## config.mk

```make
export PLATFORM = sky130hd
export DESIGN_NAME = audio_clkgen
export DESIGN_NICKNAME = d
export VERILOG_FILES = /design/src/rtl/audio_clk_pkg.sv /design/src/rtl/audio_clkgen_phase_counter.sv /design/src/rtl/audio_clkgen.sv
export SDC_FILE = /design/constraint.sdc
export NUM_CORES = 1
export LEC_CHECK = 0
export BUFFER_PORTS_ARGS = -buffer_cell sky130_fd_sc_hd__buf_2
export CAP_MARGIN = 10
export CORE_ASPECT_RATIO = 1.5
export CORE_MARGIN = 4
export CORE_UTILIZATION = 54
export CTS_CLUSTER_SIZE = 20
export DETAILED_ROUTE_END_ITERATION = 16
export PLACE_DENSITY = 0.76
export SKIP_LAST_GASP = 1
export SLEW_MARGIN = 25
export SYNTH_ARGS = -nofsm -noshare
export SYNTH_HDL_FRONTEND = slang
export SYNTH_HIERARCHICAL = 1
export SYNTH_SLANG_ARGS = --single-unit
```

## constraint.sdc

```tcl
create_clock -name clk -period 3.2 [get_ports clk]
set_input_delay 0 -clock clk [delete_from_list [all_inputs] [get_ports clk]]
set_output_delay 0 -clock clk [all_outputs]
set_load 0.01 [all_outputs]
```

## src/rtl/audio_clk_pkg.sv

```systemverilog
// audio_clk_pkg: shared definitions for the audio clock generator.
//   - default parameter values (100 MHz clk -> 12.5 MHz mclk, 3.125 MHz sclk,
//     2 x 32-bit slots, 2048 clk cycles per frame)
//   - FSM state type
//   - counter width helper
package audio_clk_pkg;

   localparam int unsigned DEF_MCLK_DIV   = 8;
   localparam int unsigned DEF_SCLK_RATIO = 4;
   localparam int unsigned DEF_SLOT_BITS  = 32;
   localparam int unsigned DEF_SLOTS      = 2;

   typedef enum logic [1:0] {
      ST_IDLE  = 2'd0,
      ST_RUN   = 2'd1,
      ST_DRAIN = 2'd2
   } clkgen_state_e;

   // Bits needed to hold 0..n-1; never less than one bit.
   function automatic int unsigned cnt_width(input int unsigned n);
      return (n > 1) ? $clog2(n) : 1;
   endfunction

endpackage

```

## src/rtl/audio_clkgen_phase_counter.sv

```systemverilog
// phase_counter: modulo-N up-counter with synchronous clear and count enable.
// Ports:
//   clk, rst_n  clock, asynchronous active-low reset
//   clr_i       force the count to 0 on the next edge (wins over en_i)
//   en_i        advance the count on the next edge
//   cnt_d_o     value the count takes on the next edge
//   wrap_o      count is at N-1 and is advancing this cycle
// The next value is exported rather than the current one so the parent can
// register its decoded outputs on the same edge as the count itself.
module phase_counter #(
   parameter int unsigned N = 2,
   parameter int unsigned W = 1
) (
   input  logic         clk,
   input  logic         rst_n,
   input  logic         clr_i,
   input  logic         en_i,
   output logic [W-1:0] cnt_d_o,
   output logic         wrap_o
);

   localparam logic [W-1:0] LAST = W'(N - 1);

   logic [W-1:0] cnt_q;
   logic [W-1:0] cnt_d;

   assign wrap_o = en_i && !clr_i && (cnt_q == LAST);

   always_comb begin
      cnt_d = cnt_q;
      if (clr_i) begin
         cnt_d = '0;
      end else if (en_i) begin
         cnt_d = (cnt_q == LAST) ? '0 : cnt_q + 1'b1;
      end
   end

   always_ff @(posedge clk or negedge rst_n) begin
      if (!rst_n) begin
         cnt_q <= '0;
      end else begin
         cnt_q <= cnt_d;
      end
   end

   assign cnt_d_o = cnt_d;

endmodule

```

## src/rtl/audio_clkgen.sv

```systemverilog
// audio_clkgen: derives phase-locked mclk, sclk and lrck from clk, plus
// clk-domain position strobes for the sample serializer.
//
// state | meaning
// IDLE  | counters held at 0, every output 0, waiting for en
// RUN   | counters free-running, frames emitted back to back
// DRAIN | en dropped; finish the current frame, then stop (or resume on en)
//
// Ports:
//   clk          system clock (100 MHz)
//   rst          asynchronous active-low reset
//   en           run request
//   dsp_mode     DSP/TDM frame-sync select, sampled in IDLE
//                (present only with AUDIO_CLKGEN_DSP_MODE_EN defined)
//   running      generator active (RUN or DRAIN)
//   mclk, sclk   master / bit clock, 50 % duty
//   lrck         frame clock (50 % I2S framing, or one-sclk pulse in DSP mode)
//   frame_start  one-clk pulse on the first cycle of a frame
//   sclk_fall    one-clk pulse on the cycle where sclk goes 1->0
//   slot_idx     current slot
//   bit_idx      current bit within slot, 0 = MSB
//
// Optional feature macro: AUDIO_CLKGEN_DSP_MODE_EN.
module audio_clkgen
   import audio_clk_pkg::*;
#(
   parameter int unsigned MCLK_DIV   = DEF_MCLK_DIV,
   parameter int unsigned SCLK_RATIO = DEF_SCLK_RATIO,
   parameter int unsigned SLOT_BITS  = DEF_SLOT_BITS,
   parameter int unsigned SLOTS      = DEF_SLOTS
) (
   input  logic                            clk,
   input  logic                            rst,
   input  logic                            en,
`ifdef AUDIO_CLKGEN_DSP_MODE_EN
   input  logic                            dsp_mode,
`endif
   output logic                            running,
   output logic                            mclk,
   output logic                            sclk,
   output logic                            lrck,
   output logic                            frame_start,
   output logic                            sclk_fall,
   output logic [cnt_width(SLOTS)-1:0]     slot_idx,
   output logic [cnt_width(SLOT_BITS)-1:0] bit_idx
);

   localparam int unsigned P  = MCLK_DIV * SCLK_RATIO;
   localparam int unsigned PW = cnt_width(P);
   localparam int unsigned BW = cnt_width(SLOT_BITS);
   localparam int unsigned SW = cnt_width(SLOTS);

   localparam logic [PW-1:0] P_HALF = PW'(P / 2);
   localparam logic [SW-1:0] S_HALF = SW'(SLOTS / 2);

   if (MCLK_DIV < 2 || (MCLK_DIV % 2) != 0) begin : g_bad_mclk_div
      $fatal(1, "audio_clkgen: MCLK_DIV must be even and >= 2");
   end
   if (SCLK_RATIO < 1) begin : g_bad_sclk_ratio
      $fatal(1, "audio_clkgen: SCLK_RATIO must be >= 1");
   end
   if (SLOT_BITS < 2) begin : g_bad_slot_bits
      $fatal(1, "audio_clkgen: SLOT_BITS must be >= 2");
   end
   if (SLOTS < 2 || (SLOTS % 2) != 0) begin : g_bad_slots
      $fatal(1, "audio_clkgen: SLOTS must be even and >= 2");
   end

   clkgen_state_e state_q;
   clkgen_state_e state_d;

   logic          cnt_clr;
   logic          cnt_en;
   logic [PW-1:0] p_d;
   logic [BW-1:0] bit_d;
   logic [SW-1:0] slot_d;
   logic          p_wrap;
   logic          bit_wrap;
   logic          frame_end;
   logic [31:0]   m_d;

   logic          running_d;
   logic          mclk_d;
   logic          sclk_d;
   logic          lrck_d;
   logic          frame_start_d;
   logic          sclk_fall_d;
   logic [SW-1:0] slot_out_d;
   logic [BW-1:0] bit_out_d;
   logic          dsp_sel;

   // Counters advance on the same edge that enters RUN from IDLE only after
   // that edge: the IDLE->RUN edge leaves them at 0, which is the first
   // frame cycle.
   assign cnt_clr = (state_q == ST_IDLE);
   assign cnt_en  = (state_q != ST_IDLE);

   phase_counter #(.N(P), .W(PW)) u_p_cnt (
      .clk     (clk),
      .rst_n   (rst),
      .clr_i   (cnt_clr),
      .en_i    (cnt_en),
      .cnt_d_o (p_d),
      .wrap_o  (p_wrap)
   );

   phase_counter #(.N(SLOT_BITS), .W(BW)) u_bit_cnt (
      .clk     (clk),
      .rst_n   (rst),
      .clr_i   (cnt_clr),
      .en_i    (p_wrap),
      .cnt_d_o (bit_d),
      .wrap_o  (bit_wrap)
   );

   phase_counter #(.N(SLOTS), .W(SW)) u_slot_cnt (
      .clk     (clk),
      .rst_n   (rst),
      .clr_i   (cnt_clr),
      .en_i    (bit_wrap),
      .cnt_d_o (slot_d),
      .wrap_o  (frame_end)
   );

   // mclk phase; P is a multiple of MCLK_DIV so this stays locked to sclk.
   assign m_d = 32'(p_d) % MCLK_DIV;

`ifdef AUDIO_CLKGEN_DSP_MODE_EN
   logic dsp_q;

   // The first cycle of a run is decoded while still in IDLE, so it takes
   // the live input; afterwards the captured value is used.
   assign dsp_sel = (state_q == ST_IDLE) ? dsp_mode : dsp_q;

   always_ff @(posedge clk or negedge rst) begin
      if (!rst) begin
         dsp_q <= 1'b0;
      end else if (state_q == ST_IDLE) begin
         dsp_q <= dsp_mode;
      end
   end
`else
   assign dsp_sel = 1'b0;
`endif

   always_comb begin
      state_d = state_q;
      unique case (state_q)
         ST_IDLE:  if (en) state_d = ST_RUN;
         ST_RUN:   if (!en) state_d = ST_DRAIN;
         ST_DRAIN: begin
            if (en) begin
               state_d = ST_RUN;
            end else if (frame_end) begin
               state_d = ST_IDLE;
            end
         end
         default:  state_d = ST_IDLE;
      endcase
   end

   always_comb begin
      running_d     = (state_d != ST_IDLE);
      mclk_d        = 1'b0;
      sclk_d        = 1'b0;
      lrck_d        = 1'b0;
      frame_start_d = 1'b0;
      sclk_fall_d   = 1'b0;
      slot_out_d    = '0;
      bit_out_d     = '0;
      if (running_d) begin
         mclk_d        = (m_d >= (MCLK_DIV / 2));
         sclk_d        = (p_d >= P_HALF);
         sclk_fall_d   = (p_d == '0);
         frame_start_d = (p_d == '0) && (bit_d == '0) && (slot_d == '0);
         lrck_d        = dsp_sel ? ((slot_d == '0) && (bit_d == '0))
                                 : (slot_d >= S_HALF);
         slot_out_d    = slot_d;
         bit_out_d     = bit_d;
      end
   end

   always_ff @(posedge clk or negedge rst) begin
      if (!rst) begin
         state_q     <= ST_IDLE;
         running     <= 1'b0;
         mclk        <= 1'b0;
         sclk        <= 1'b0;
         lrck        <= 1'b0;
         frame_start <= 1'b0;
         sclk_fall   <= 1'b0;
         slot_idx    <= '0;
         bit_idx     <= '0;
      end else begin
         state_q     <= state_d;
         running     <= running_d;
         mclk        <= mclk_d;
         sclk        <= sclk_d;
         lrck        <= lrck_d;
         frame_start <= frame_start_d;
         sclk_fall   <= sclk_fall_d;
         slot_idx    <= slot_out_d;
         bit_idx     <= bit_out_d;
      end
   end

endmodule

```

==> impl_metrics.env, run 1 <==
export IMPL_slowest_stage="dfrtp_1"
export IMPL_period_minus_slack_ns=2.74
export IMPL_cpPeakStageDelay_ns=0.42
export IMPL_grt_pass1_wl_um=3460
export IMPL_pwr_share_clk_pct=27.0
export IMPL_tns_ns=0
export IMPL_clk_latency_ns=0.31
export IMPL_synthArstFlopShare_pct=100
export IMPL_final_period_utilization_pct=85.5
export IMPL_status="finished, final reports clean"
export IMPL_synth_distinct_cells=29
export IMPL_syn_area_um2=1080
export IMPL_clock_fmax_mhz=365
export IMPL_synth_edf_count=0
export IMPL_setup_ws_ns=0.463
export IMPL_worst_path_max_fanout=9
export IMPL_rrSetupSlack_ns=0.46
export IMPL_clockBufferDepth=2
export IMPL_r2r_start="u_p_cnt/cnt_q[0]$_DFF_PN0_"
export IMPL_switching_share_pct=24.9
export IMPL_synth_most_common_cell="dfrtp_1"
export IMPL_ys_flop_type="dfrtp_1"
export IMPL_multi_input_area_um2=445
export IMPL_initial_core_util_pct=57.6
export IMPL_via_per_inst=5.53
export IMPL_synth_area_per_cell_um2=11.3
export IMPL_die_x_um=44.6
export IMPL_crit_type="reg2reg"
export IMPL_synth_common_cells="dfrtp_1, nor2_1, and2_1"
export IMPL_cp_startpoint="u_p_cnt/cnt_q[0]$_DFF_PN0_"
export IMPL_synth_top_area_cell="dfrtp_1"
export IMPL_cts_buffers_inserted=3
export IMPL_worst_ep_arrival_time_ns=2.99
export IMPL_synth_cells=96
export IMPL_fillerInstances=156
export IMPL_core_rowCount=19
export IMPL_crit_chain="ha_1, and3_1, ha_1, nand2_1, nor2_2, nand2_1, nor2_1, xnor2_1, nor2_1, or4_4, nor3_2, and4_1"
export IMPL_drtAntennaViolNets=0
export IMPL_ys_ff_latch=24
export IMPL_grt_pass1_vias=778
export IMPL_slew_viol_final=0
export IMPL_dp_hpwl_um=1380
export IMPL_place_ws_ns=0.352
export IMPL_yosysTopAreaCellShare_pct=55.5
export IMPL_syn_nets=103
export IMPL_post_cts_setup_buffer_count=0
export IMPL_clock_root_buffer="clkbuf_4"
export IMPL_pin_count=15
export IMPL_dr_wl_met3_um=45
export IMPL_p_switching_uw=142
export IMPL_vias=747
export IMPL_routed_wl_um=1920
export IMPL_fp_coreArea_um2=1880
export IMPL_drive_above_1_share_pct=22.8
export IMPL_endpoint_kind="register"
export IMPL_die_area_um2=2800
export IMPL_nNetsFinal=122
export IMPL_drtIter0Drc=2
export IMPL_intPower_uw=428
export IMPL_seq_area_um2=601
export IMPL_combPwrFrac_pct=14.3
export IMPL_grt_max_degree=25
export IMPL_worstPathBufferInverterCount=0
export IMPL_portBuffers=14
export IMPL_die_h_um=62.8
export IMPL_setup_violations=0
export IMPL_hold_class="in2async"
export IMPL_seqPwrFrac_pct=58.8
export IMPL_drv_cap=0
export IMPL_gp_congestion=0.843
export IMPL_finalHoldViolCount=0
export IMPL_cts_clk_slew_worst_paths_ns=0.12
export IMPL_cts_sinks=24
export IMPL_rsz0062_at_grt="false"
export IMPL_wl_met2_um=1040
export IMPL_htree_levels=1
export IMPL_skew_ns=0.00170
export IMPL_overflow=0
export IMPL_num_antenna_cells=0
export IMPL_drt_wirelength_per_cell_um=14.2
export IMPL_wl_met1_um=779
export IMPL_grt_use_total_pct=16.9
export IMPL_first_pass_iters=4
export IMPL_drc=0
export IMPL_fin_util_pct=64.8
export IMPL_power_density_nw_per_um2=468
export IMPL_cts_tree="done"
export IMPL_ys_seq_area_share_pct=55.5
export IMPL_peakVddDrop_mv=0.355
export IMPL_synth_area_leaders="dfrtp_1, ha_1, nor2_1"
export IMPL_tightestPinTransition_ns=0.511
export IMPL_antenna_found_initial=0
export IMPL_area_growth_pct=12.5
export IMPL_required_ns=3.46
export IMPL_cp_top_family="simple AND/OR/NAND/NOR gates"
export IMPL_critPathLaunchType="register"
export IMPL_relSlewSlack_pct=66.0
export IMPL_top_layer="met4"
export IMPL_yosysWarnings=6
export IMPL_worst_hold_slack_ns=0.176
export IMPL_leakage_nw=0.619
[cell usage in the layout (no fill, tap or decap), types with 2 or more instances in the layout]
cell type / instances
nor2_1: 12
a21oi_1: 6
mux2i_1: 4
ha_1: 4
dfrtp_1: 24
nor4bb_1: 2
or3b_1: 2
nand2_1: 3
nand2b_1: 3
nor3b_1: 2
buf_2: 14
nand3_1: 2
clkbuf_4: 3
dlygate4sd3_1: 2
buf_4: 2
and2_1: 7
o21ai_0: 2
nand4_1: 4
and3_1: 3
[metal layers]
layer  global-route usage, %  up-vias
li1                        -      371
met3                    2.59        7
met2                    26.6       14
met4                    10.6        0
met5                       0        -
met1                    20.5      355
[what timing repair did]
action,in CTS,in global routing
hold buffers,2,0
hold endpoints to repair,26,0
gates resized for setup,0,1
endpoints found under the setup margin,0,1
[final cells by class]
class,instances,area share (%)
sequential,24,49.3
timing repair buffer,18,8.63
tap,21,2.16
inverter,1,0.308
multi-input combinational,67,36.6
clock buffer,4,2.98
[flip-flops by register name (all words and copies together) (netlist names)]
| name | count |
|---|---|
| u_p_cnt/cnt_q | 5 |
| u_bit_cnt/cnt_q | 5 |
| running | 1 |
| state_q | 2 |
| lrck | 1 |
| sclk_fall | 1 |
| mclk | 1 |
| frame_start | 1 |
| bit_idx | 5 |
| sclk | 1 |
| u_slot_cnt/cnt_q | 1 |
[metrics by stage]
step / area (µm²) / power (mW) / instances
global route: 1220 / 0.605 / 135
detailed placement: 1160 / 0.422 / 129
floorplan: 1080 / 0.391 / 96
finish: 1220 / 0.570 / 135
global placement: 1160 / 0.421 / 129
CTS: 1210 / 0.576 / 135
[power by group through the flow]
stage	logic [mW]	clock network (mW)	registers, mW
CTS	0.0832	0.158	0.335
global route	0.0935	0.173	0.339
detailed placement	0.0811	0	0.341
finish	0.0813	0.154	0.335
floorplan	0.0454	0	0.346
global placement	0.0805	0	0.340
[worst paths after layout]
check | to | depth (start not counted)
hold / removal | state_q[1]$_DFF_PN0_ | 2
min in group clk | state_q[1]$_DFF_PN0_ | 3
max in group asynchronous | u_p_cnt/cnt_q[4]$_DFF_PN0_ | 2
setup / recovery | frame_start$_DFF_PN0_ | 12
hold reg to reg | state_q[0]$_DFF_PN0_ | 1
setup reg to reg | frame_start$_DFF_PN0_ | 12
[worst reg2reg max path, stage by stage (launching register included)]
cell and delay [ns]:
dfrtp_1 0.42, ha_1 0.20, and3_1 0.18, ha_1 0.23
nand2_1 0.11, nor2_2 0.30, nand2_1 0.13, nor2_1 0.17
xnor2_1 0.14, nor2_1 0.08, or4_4 0.41, nor3_2 0.11
and4_1 0.21
[cell families (layout without fill, tap and decap cells)]
family	after synthesis	count (layout)	share of synthesized area [%]
flops	24	24	55.5
mux	5	5	4.74
fa+ha+maj	4	4	4.62
compound gates	10	10	5.09
xor+xnor	1	1	0.809
simple gates	47	47	25.7
buf+inv	5	23	3.58
Note: power is estimated with default switching activity, not from simulation.
==> run 2, diff against run 1 <==
--- a/config.mk
+++ b/config.mk
@@ -11,5 +11,4 @@
 export CORE_MARGIN = 4
 export CORE_UTILIZATION = 54
-export CTS_CLUSTER_SIZE = 20
 export DETAILED_ROUTE_END_ITERATION = 16
 export PLACE_DENSITY = 0.76
==> constraint.sdc (replaced) <==
create_clock -name clk -period 3.2 [get_ports clk]
set_input_delay 0.16 -clock clk [delete_from_list [all_inputs] [get_ports clk]]
set_output_delay 0.16 -clock clk [all_outputs]
set_load 0.01 [all_outputs]
==> impl_metrics.env, run 2 (same netlist as run 1, synthesis figures left out) <==
export IMPL_fp_coreArea_um2=1880
export IMPL_worst_ep_arrival_time_ns=2.99
export IMPL_via_per_inst=5.50
export IMPL_skew_ns=0.00170
export IMPL_clock_root_buffer="clkbuf_4"
export IMPL_clock_fmax_mhz=365
export IMPL_fin_util_pct=64.8
export IMPL_peakVddDrop_mv=0.355
export IMPL_nNetsFinal=122
export IMPL_initial_core_util_pct=57.6
export IMPL_placed_area_um2=1160
export IMPL_critPathLaunchType="register"
export IMPL_antenna_found_initial=0
export IMPL_layout_common_cells="dfrtp_1, buf_2, nor2_1"
export IMPL_slew_viol_final=0
export IMPL_cpPeakStageDelay_ns=0.42
export IMPL_dp_hpwl_um=1380
export IMPL_finalInstanceArea_um2=1220
export IMPL_power_density_nw_per_um2=468
export IMPL_cts_sinks=24
export IMPL_cp_top_family="simple AND/OR/NAND/NOR gates"
export IMPL_relSlewSlack_pct=66.1
export IMPL_rsz0062_at_grt="false"
export IMPL_tns_ns=0
export IMPL_leakage_nw=0.619
export IMPL_place_inst=129
export IMPL_status="finished, final reports clean"
export IMPL_drtAntennaViolNets=0
export IMPL_drtIter0Drc=8
export IMPL_tightestPinTransition_ns=0.509
export IMPL_cts_clk_slew_worst_paths_ns=0.12
export IMPL_die_area_um2=2800
export IMPL_area_growth_pct=12.5
export IMPL_num_antenna_cells=0
export IMPL_top_regs="bit_idx: 5 flops, u_bit_cnt/cnt_q: 5 flops, u_p_cnt/cnt_q: 5 flops"
export IMPL_drive_above_1_share_pct=22.8
export IMPL_grt_use_total_pct=16.3
export IMPL_crit_type="reg2reg"
export IMPL_endpoint_kind="register"
export IMPL_die_x_um=44.6
export IMPL_setup_violations=0
export IMPL_finalHoldViolCount=0
export IMPL_hold_class="in2async"
export IMPL_cts_buffers_inserted=3
export IMPL_clk_latency_ns=0.31
export IMPL_drc=0
export IMPL_first_pass_iters=4
export IMPL_grt_pass1_vias=772
export IMPL_pin_count=15
export IMPL_grt_pass1_wl_um=3370
export IMPL_required_ns=3.46
export IMPL_gp_congestion=0.843
export IMPL_die_h_um=62.8
export IMPL_period_minus_slack_ns=2.74
export IMPL_routed_wl_um=1920
export IMPL_final_period_utilization_pct=85.6
export IMPL_drv_cap=0
export IMPL_final_common_cell="dfrtp_1"
export IMPL_htree_levels=1
export IMPL_fillerInstances=156
export IMPL_worstPathBufferInverterCount=0
export IMPL_crit_chain="ha_1, and3_1, ha_1, nand2_1, nor2_2, nand2_1, nor2_1, xnor2_1, nor2_1, or4_4, nor3_2, and4_1"
export IMPL_portBuffers=14
export IMPL_vias=742
export IMPL_overflow=0
export IMPL_slowest_stage="dfrtp_1"
export IMPL_cts_tree="done"
export IMPL_grt_max_degree=25
export IMPL_clockBufferDepth=2
export IMPL_fin_cells=135
export IMPL_core_rowCount=19
export IMPL_post_cts_setup_buffer_count=0
export IMPL_drt_wirelength_per_cell_um=14.2
export IMPL_worst_path_max_fanout=9
-- run 2: final cells by class --
class | count | area [µm²] | share of cell area [%]
clock buffers | 4 | 36.3 | 2.98
repair buffers | 18 | 105 | 8.63
well taps | 21 | 26.3 | 2.16
flip-flops and latches | 24 | 601 | 49.3
inverters | 1 | 3.75 | 0.308
multi-input cells | 67 | 445 | 36.6
-- run 2: routing by layer --
metal	share of wire [%]	track usage, %
met1	40	19.4
met2	55	26.1
met3	1.9	2.59
met4	3.0	10.6
met5	0	0
-- run 2: path summary, 6_finish.rpt --
| kind | startpoint | to | slack (ns) | cells past startpoint |
|---|---|---|---|---|
| setup / recovery | u_p_cnt/cnt_q[0]$_DFF_PN0_ | frame_start$_DFF_PN0_ | 0.46 | 12 |
| hold / removal | rst | sclk_fall$_DFF_PN0_ | 0.33 | 2 |
| setup reg to reg | u_p_cnt/cnt_q[0]$_DFF_PN0_ | frame_start$_DFF_PN0_ | 0.46 | 12 |
| hold reg to reg | state_q[1]$_DFF_PN0_ | state_q[0]$_DFF_PN0_ | 0.54 | 1 |
| max in group asynchronous | rst | u_p_cnt/cnt_q[4]$_DFF_PN0_ | 2.52 | 2 |
| min in group clk | state_q[1]$_DFF_PN0_ | state_q[0]$_DFF_PN0_ | 0.54 | 1 |
-- run 2: what timing repair did --
action / CTS / global route
hold endpoints to repair: 24 / 1
endpoints found under the setup margin: 0 / 1
hold buffers: 1 / 1
gates resized for setup: 0 / 1
-- run 2: power by group --
group / switching (mW) / internal [mW] / total, mW
Sequential: 0.0124 / 0.323 / 0.335
Combinational: 0.0455 / 0.0358 / 0.0813
Clock: 0.0839 / 0.0696 / 0.153
-- run 2: stage by stage --
step	power (mW)	hold WS, ns	setup WS (ns)
6_report	0.570	0.335	0.462
5_1_grt	0.605	0.388	0.143
4_1_cts	0.575	0.00842	0.308
3_5_place_dp	0.422	0.156	0.352
3_3_place_gp	0.421	0.152	0.526
2_1_floorplan	0.391	-0.136	0.850
==> run 3, diff against run 2 <==
- CORE_ASPECT_RATIO: 1.5 -> not set
- CORE_UTILIZATION: 54 -> 58
- CTS_BUF_LIST: not set -> sky130_fd_sc_hd__clkbuf_4 sky130_fd_sc_hd__clkbuf_8
- PLACE_DENSITY: 0.76 -> 0.8
==> impl_metrics.env, run 3 (same netlist as run 1, synthesis figures left out) <==
export IMPL_status="finished, final reports clean"
export IMPL_cts_resized=0
export IMPL_overflow=0
export IMPL_htree_levels=1
export IMPL_drv_cap=0
export IMPL_worst_ep_arrival_time_ns=3.21
export IMPL_hold_buffers=2
export IMPL_die_area_um2=2620
export IMPL_pin_count=15
export IMPL_drive_above_1_share_pct=21.9
export IMPL_cp_top_family="simple AND/OR/NAND/NOR gates"
export IMPL_place_ws_ns=0.376
export IMPL_relSlewSlack_pct=62.4
export IMPL_peakVddDrop_mv=0.297
export IMPL_finalHoldViolCount=0
export IMPL_fp_coreArea_um2=1750
export IMPL_drtIter0Drc=23
export IMPL_finalPower_uw=631
export IMPL_cts_buffers_inserted=3
export IMPL_intPower_uw=485
export IMPL_cts_tree="done"
export IMPL_setup_ws_ns=0.249
export IMPL_endpoint_kind="register"
export IMPL_skew_ns=0.00696
export IMPL_worst_path_max_fanout=9
export IMPL_gp_congestion=0.773
export IMPL_tns_ns=0
export IMPL_routed_wl_um=1830
export IMPL_drc=0
export IMPL_nNetsFinal=122
export IMPL_vias=774
export IMPL_via_per_inst=5.57
export IMPL_crit_type="reg2reg"
export IMPL_grt_pass1_wl_um=3190
export IMPL_antenna_found_initial=0
export IMPL_required_ns=3.46
export IMPL_pwr_share_clk_pct=33.9
export IMPL_num_antenna_cells=0
export IMPL_post_cts_setup_buffer_count=0
export IMPL_cts_clk_slew_worst_paths_ns=0.13
export IMPL_combPwrFrac_pct=12.8
export IMPL_setup_violations=0
export IMPL_core_rowCount=15
export IMPL_dp_hpwl_um=1310
export IMPL_die_h_um=51.2
export IMPL_initial_core_util_pct=62.0
export IMPL_hold_class="in2async"
export IMPL_final_common_cell="dfrtp_1"
export IMPL_worstPathBufferInverterCount=0
export IMPL_slowest_stage="nor2_1"
export IMPL_critPathLaunchType="register"
export IMPL_period_minus_slack_ns=2.95
export IMPL_switching_share_pct=23.1
export IMPL_grt_max_degree=25
export IMPL_cpPeakStageDelay_ns=0.45
export IMPL_clk_latency_ns=0.31
export IMPL_clock_fmax_mhz=339
export IMPL_tightestPinTransition_ns=0.562
export IMPL_leakage_nw=0.627
export IMPL_crit_path_frequent_cell="nor2_1"
export IMPL_power_density_nw_per_um2=510
export IMPL_grt_use_total_pct=16.3
export IMPL_clockBufferDepth=2
export IMPL_grt_pass1_vias=752
export IMPL_p_switching_uw=146
export IMPL_clock_root_buffer="clkbuf_4"
export IMPL_top_regs="bit_idx: 5 flops, u_bit_cnt/cnt_q: 5 flops, u_p_cnt/cnt_q: 5 flops"
export IMPL_die_x_um=51.2
export IMPL_layout_common_cells="dfrtp_1, buf_2, nor2_1"
export IMPL_portBuffers=14
export IMPL_drt_wirelength_per_cell_um=13.2
export IMPL_rsz0062_at_grt="false"
export IMPL_seqPwrFrac_pct=53.3
export IMPL_crit_chain="ha_1, and3_1, ha_1, nand2_1, nor2_1, nand2_1, nor2_1, xnor2_1, nor2_1, or4_4, nor3_2, and4_1"
export IMPL_first_pass_iters=4
export IMPL_cts_sinks=24
export IMPL_slew_viol_final=0
export IMPL_drtAntennaViolNets=0
export IMPL_area_growth_pct=14.2
export IMPL_final_period_utilization_pct=92.2
==> run 3: cell count changes in the layout (fill, tap and decap cells not counted), sizes merged <==
| cell | delta |
|---|---|
| bufinv | +1 |
| clkbuf | -1 |
==> run 3: final cells by class <==
| class | instances | area [µm²] |
|---|---|---|
| multi-input combinational | 67 | 443 |
| timing repair buffer | 18 | 105 |
| fill | 140 | 509 |
| sequential | 24 | 601 |
| tap | 25 | 31.3 |
| clock inverter | 1 | 30.0 |
| inverter | 1 | 3.75 |
| clock buffer | 3 | 22.5 |
==> run 3: power groups by stage <==
stage / sequential [mW] / combinational [mW] / clock, mW
6_report: 0.336 / 0.0809 / 0.214
2_1_floorplan: 0.346 / 0.0454 / 0
5_1_grt: 0.338 / 0.0915 / 0.232
4_1_cts: 0.336 / 0.0816 / 0.218
3_5_place_dp: 0.342 / 0.0794 / 0
3_3_place_gp: 0.341 / 0.0789 / 0
==> run 3: path summary, 6_finish.rpt <==
| check | from | end | slack [ns] | cells after the start |
|---|---|---|---|---|
| worst max-delay path | u_p_cnt/cnt_q[0]$_DFF_PN0_ | frame_start$_DFF_PN0_ | 0.25 | 12 |
| worst min register to register | state_q[1]$_DFF_PN0_ | state_q[0]$_DFF_PN0_ | 0.55 | 1 |
| min in group clk | en | state_q[1]$_DFF_PN0_ | 0.54 | 3 |
| max in group asynchronous | rst | u_slot_cnt/cnt_q$_DFF_PN0_ | 2.54 | 2 |
| worst min-delay path | rst | bit_idx[2]$_DFF_PN0_ | 0.33 | 2 |
| worst max register to register | u_p_cnt/cnt_q[0]$_DFF_PN0_ | frame_start$_DFF_PN0_ | 0.25 | 12 |
==> run 3: routing by layer <==
metal  up-vias  GRT usage (%)  wire (µm)  part of all wire [%]
met5         -              0          0                     0
met4         0           7.62         21                   1.1
met3         4           2.92        104                   5.7
met2        26           28.1        911                    50
met1       375           19.5        792                    43
li1        369              -          -                     -
==> run 3: worst register-to-register path, cell delays in order (launching register included) <==
cell and delay [ns]:
dfrtp_1 0.43, ha_1 0.19, and3_1 0.16, ha_1 0.22, nand2_1 0.10, nor2_1 0.45, nand2_1 0.17, nor2_1 0.21
xnor2_1 0.15, nor2_1 0.08, or4_4 0.42, nor3_2 0.12, and4_1 0.20
==> run 3: metrics by stage <==
step           cells  utilization (%)  area, µm²  hold slack (ns)
2_1_floorplan     96                -       1080           -0.136
3_3_place_gp     133             66.7       1160            0.158
3_5_place_dp     133             66.7       1160            0.160
4_1_cts          139             70.8       1240            0.352
5_1_grt          139             70.8       1240            0.365
6_report         139             70.8       1240            0.330
